## config.mk

```make
export PLATFORM = sky130hd
export DESIGN_NAME = bus_read_arbiter
export DESIGN_NICKNAME = d
export VERILOG_FILES = /design/src/rtl/bus_read_arbiter.sv
export SDC_FILE = /design/constraint.sdc
export NUM_CORES = 1
export LEC_CHECK = 0
export CAP_MARGIN = 20
export CORE_AREA = 2 2 70 72
export CTS_CLUSTER_SIZE = 14
export DETAILED_ROUTE_END_ITERATION = 8
export DIE_AREA = 0 0 72 74
export HOLD_SLACK_MARGIN = 0.02
export SYNTH_ARGS = -nofsm -noshare
export SYNTH_HDL_FRONTEND = slang
export SYNTH_SLANG_ARGS = --single-unit
```

## constraint.sdc

```tcl
create_clock -name clk -period 1.6 [get_ports clk]
set_input_delay 0.32 -clock clk [delete_from_list [all_inputs] [get_ports clk]]
set_output_delay 0.32 -clock clk [all_outputs]
set_load 0.02 [all_outputs]
```

## src/rtl/bus_read_arbiter.sv

```systemverilog
// Arbitrates NREQ tri-state bus drivers and captures one word per grant.
// Define BUS_ARB_ROUND_ROBIN_EN for round-robin order; default is fixed priority.
module bus_read_arbiter #(
   parameter int WIDTH  = 16,
   parameter int NREQ   = 4,
   parameter int SETTLE = 1,
   localparam int IW    = (NREQ > 1) ? $clog2(NREQ) : 1
) (
   input  logic             clk,
   input  logic             reset_n,
   input  logic [NREQ-1:0]  req,
   output logic [NREQ-1:0]  grant_en,
   input  logic [WIDTH-1:0] bus_in,
   output logic [WIDTH-1:0] rd_data,
   output logic [IW-1:0]    rd_src,
   output logic             rd_valid,
   input  logic             rd_ready,
   output logic             busy
);

   typedef enum logic [1:0] {
      IDLE,
      DRIVE,
      HOLD
   } state_t;

   state_t          state_q, state_d;
   logic [3:0]      cnt_q;
   logic [IW-1:0]   win_q;
   logic [IW-1:0]   pick;
   logic [IW-1:0]   ptr;
   logic            found;
   logic [NREQ-1:0] onehot;

   // Search starts at ptr and wraps; ptr is 0 under fixed priority.
   always_comb begin
      int t;
      pick  = '0;
      found = 1'b0;
      for (int k = 0; k < NREQ; k++) begin
         t = int'(ptr) + k;
         if (t >= NREQ) t = t - NREQ;
         if (!found && req[t]) begin
            pick  = IW'(t);
            found = 1'b1;
         end
      end
      onehot       = '0;
      onehot[pick] = found;
   end

`ifdef BUS_ARB_ROUND_ROBIN_EN
   always_ff @(posedge clk or negedge reset_n) begin
      if (!reset_n) begin
         ptr <= '0;
      end else if (state_q == IDLE && found) begin
         ptr <= (pick == IW'(NREQ - 1)) ? '0 : pick + 1'b1;
      end
   end
`else
   assign ptr = '0;
`endif

   always_ff @(posedge clk or negedge reset_n) begin
      if (!reset_n) state_q <= IDLE;
      else          state_q <= state_d;
   end

   always_comb begin
      state_d = state_q;
      unique case (state_q)
         IDLE:    if (found) state_d = DRIVE;
         DRIVE:   if (cnt_q == 4'd0) state_d = HOLD;
         HOLD:    if (rd_ready) state_d = IDLE;
         default: state_d = IDLE;
      endcase
   end

   always_ff @(posedge clk or negedge reset_n) begin
      if (!reset_n) begin
         grant_en <= '0;
         cnt_q    <= '0;
         win_q    <= '0;
         rd_data  <= '0;
         rd_src   <= '0;
         rd_valid <= 1'b0;
      end else begin
         unique case (state_q)
            IDLE: begin
               if (found) begin
                  grant_en <= onehot;
                  win_q    <= pick;
                  cnt_q    <= 4'(SETTLE);
               end
            end
            DRIVE: begin
               if (cnt_q == 4'd0) begin
                  grant_en <= '0;
                  rd_data  <= bus_in;
                  rd_src   <= win_q;
                  rd_valid <= 1'b1;
               end else begin
                  cnt_q <= cnt_q - 1'b1;
               end
            end
            HOLD: begin
               if (rd_ready) rd_valid <= 1'b0;
            end
            default: ;
         endcase
      end
   end

   assign busy = (state_q != IDLE);

endmodule
```

==> results of run 1 <==
[layout make-up]
class	instances	area, um2	area share
Tap cell	54	67.6	0.0315
Multi-Input combinational cell	57	549	0.256
Inverter	8	30.0	0.0140
Clock buffer	8	100	0.0466
Timing Repair Buffer	65	623	0.290
Sequential cell	31	776	0.362
[registers in the layout (all words and copies together) (netlist names)]
signal and flops:
rd_data 16, cnt_q 4, grant_en 4, rd_src 2
state_q 2, win_q 2, rd_valid 1
[critical path, stage by stage, from the launching register on]
cell and delay (ps):
dfrtp_1 400, inv_2 90, ha_4 130, or3b_4 390, o22ai_4 180, mux2_4 310
[stage by stage]
| stage | hold WS (ps) | setup TNS, ps | worst slack, ps | std cells |
|---|---|---|---|---|
| finish | 435 | -5.62 | -5.62 | 223 |
| global route | 476 | -477 | -60.5 | 223 |
| CTS | 454 | -20.8 | -20.8 | 221 |
| detailed placement | 475 | -823 | -222 | 211 |
| global placement | 473 | -751 | -209 | 211 |
| floorplan | 24.4 | -16.4 | -16.4 | 98 |
[where the power goes]
group / switching, mW / internal (mW) / leakage (nW)
sequential: 0.226 / 1.16 / 0.374
clock: 0.264 / 0.392 / 0.0515
combinational: 1.07 / 1.21 / 0.567
[cells by family after synthesis]
| kind of cell | share of synthesized area |
|---|---|
| buf+inv | 0.0301 |
| fa+ha+maj | 0.0188 |
| flops | 0.583 |
| compound gates | 0.0658 |
| simple gates | 0.104 |
| mux | 0.198 |
[cells in the mapped netlist]
cell type,count,share of area
nand4_1,1,0.0047
inv_2,1,0.0028
nor2_2,1,0.0047
nor3_1,1,0.0038
o221a_2,1,0.0085
or3b_4,1,0.0085
ha_1,2,0.019
o21a_1,1,0.0056
nand3_1,3,0.011
buf_2,2,0.0075
o21ai_1,2,0.0075
nor4_4,1,0.016
nand2b_2,1,0.0066
dfrtp_1,31,0.58
nand2_1,3,0.0085
mux2i_1,2,0.015
o32ai_1,1,0.0066
o22ai_2,2,0.019
and2b_1,1,0.0056
inv_1,7,0.020
nor2_1,3,0.0085
mux2_4,2,0.023
o21ai_0,4,0.015
nand2b_1,2,0.0094
mux2_1,19,0.16
and4b_1,1,0.0075
nor3b_2,1,0.0094
a21oi_1,1,0.0038
[per-layer routing]
layer	GRT usage	vias up	wire length, um
li1	-	485	-
met2	0.219	33	1560
met5	0	-	0
met4	0.0566	0	28
met3	0.0393	2	183
met1	0.140	492	1180
[what timing repair did]
action,CTS,global route
cloned,0,0
resized for setup,5,11
buffers inserted,2,2
setup endpoints to repair,9,30
pin swaps,2,2
[how the worst min path moves through the flow]
stage / depth (start not counted) / slack, ps / start / endpoint
after detailed placement: 1 / 470 / win_q[1]$_DFFE_PN0P_ / rd_src[1]$_DFFE_PN0P_
after global placement: 1 / 470 / rd_data[8]$_DFFE_PN0P_ / rd_data[8]$_DFFE_PN0P_
after floorplan: 0 / 20 / reset_n / cnt_q[0]$_DFFE_PN0P_
final: 2 / 440 / reset_n / grant_en[3]$_DFFE_PN0P_
after global routing: 2 / 480 / reset_n / grant_en[3]$_DFFE_PN0P_
after CTS: 2 / 450 / reset_n / cnt_q[0]$_DFFE_PN0P_
==> results.toml, run 1 <==
[placement]
place.gp.congestion = 0.814
placed_cell_area_um2 = 1970
io_buffers = 46
hpwl_um = 2200

[setup_path]
critPathLaunch = "cnt_q[1]$_DFFE_PN0P_"
endpoint_kind = "register"
rr_worst_depth = 5
r2r_start = "cnt_q[1]$_DFFE_PN0P_"
start_kind = "register"
worstPathMaxFanout = 2
r2r_end = "grant_en[3]$_DFFE_PN0P_"
crit_type = "reg -> reg"
rrSetupSlack_ps = -6
arrival_ps = 1760
cp.required_ps = 1760
crit_end = "grant_en[3]$_DFFE_PN0P_"

[clocking]
numCtsBuffers = 5
cts.sinks = 31
root_buffer = "clkbuf_8"
clkLatencyLatePin_ps = 270
cts_tree = "built"
holdBufCountCts = 0
cts_max_path_buffers = 2
h-tree-depth = 2
clk_pin_slew_ps = 60

[synthesis]
ys_ff_latch = 31
syn-instance-count = 98
yosys_warnings = 0
seq_area_frac_synth = 0.583
syn-cell-area_um2 = 1330
syn_avg_cell_area_um2 = 13.6
syn-num-nets = 123
ys_types = 28

[floorplanning]
initial_core_util = 0.290
die_h_um = 74
die_area_um2 = 5330
num_io_pins = 47
die_x_um = 72
core_um2 = 4600
fp-row-count = 25

[worst_hold_path]
hold_class = "in -> async"

[global_routing]
grt_max_degree = 32
grt_pass1_vias = 1165
antenna_found_initial = 0
overflow = 0
globalRouteTotalUtil = 0.125
grt_pass1_wl_um = 5110

[cells_and_area]
design_area_um2 = 2150
final_util = 0.467
fin_nets = 193
fill_cells = 409
syn_to_final_growth_pct = 61.2
final_cell_mix = "clkdlybuf4s50_1 (38), dfrtp_1 (31), mux2_1 (19)"
diodes = 0
drive_gt1_frac = 0.249
layout_commonest_cell = "clkdlybuf4s50_1"

[routing]
ant_nets = 0
routed_wl_um = 2960
wl_per_cell_um = 13.3
via_per_inst = 4.54
drt-pass1-iter-count = 3
drt_iter0_markers = 50
drc_errors = 0
vias = 1012

[power]
total_power_mw = 4.32
total_leakage_power_nw = 0.993
power_density_nw_per_um2 = 2010
ir_worst_vdd_mv = 0.960

[sta]
hold_viol = 0
fmax_ghz = 0.623
fin_skew_ps = 2.72
slew_viol_final = 0
rsz0062_at_grt = "yes"
fin_crit_sh = 1.00
slew_headroom = 0.729
worst_slack_ps = -5.62
min_period_ps = 1610
tightest_slew_ps = 406
finalSetupViolations = 1

[status]
status = "finished with violations"
violations = "negative setup slack"

[run]
max_cap_viol_count = 0
(Power assumes the default switching activity.)
==> inputs of run 2 (changes only) <==
--- a/config.mk
+++ b/config.mk
@@ -11,6 +11,7 @@
 export DETAILED_ROUTE_END_ITERATION = 8
 export DIE_AREA = 0 0 72 74
 export HOLD_SLACK_MARGIN = 0.02
+export SLEW_MARGIN = 25
 export SYNTH_ARGS = -nofsm -noshare
 export SYNTH_HDL_FRONTEND = slang
 export SYNTH_SLANG_ARGS = --single-unit
==> results of run 2 <==
The final DEF is identical to that of run 1; final timing and power are the same.
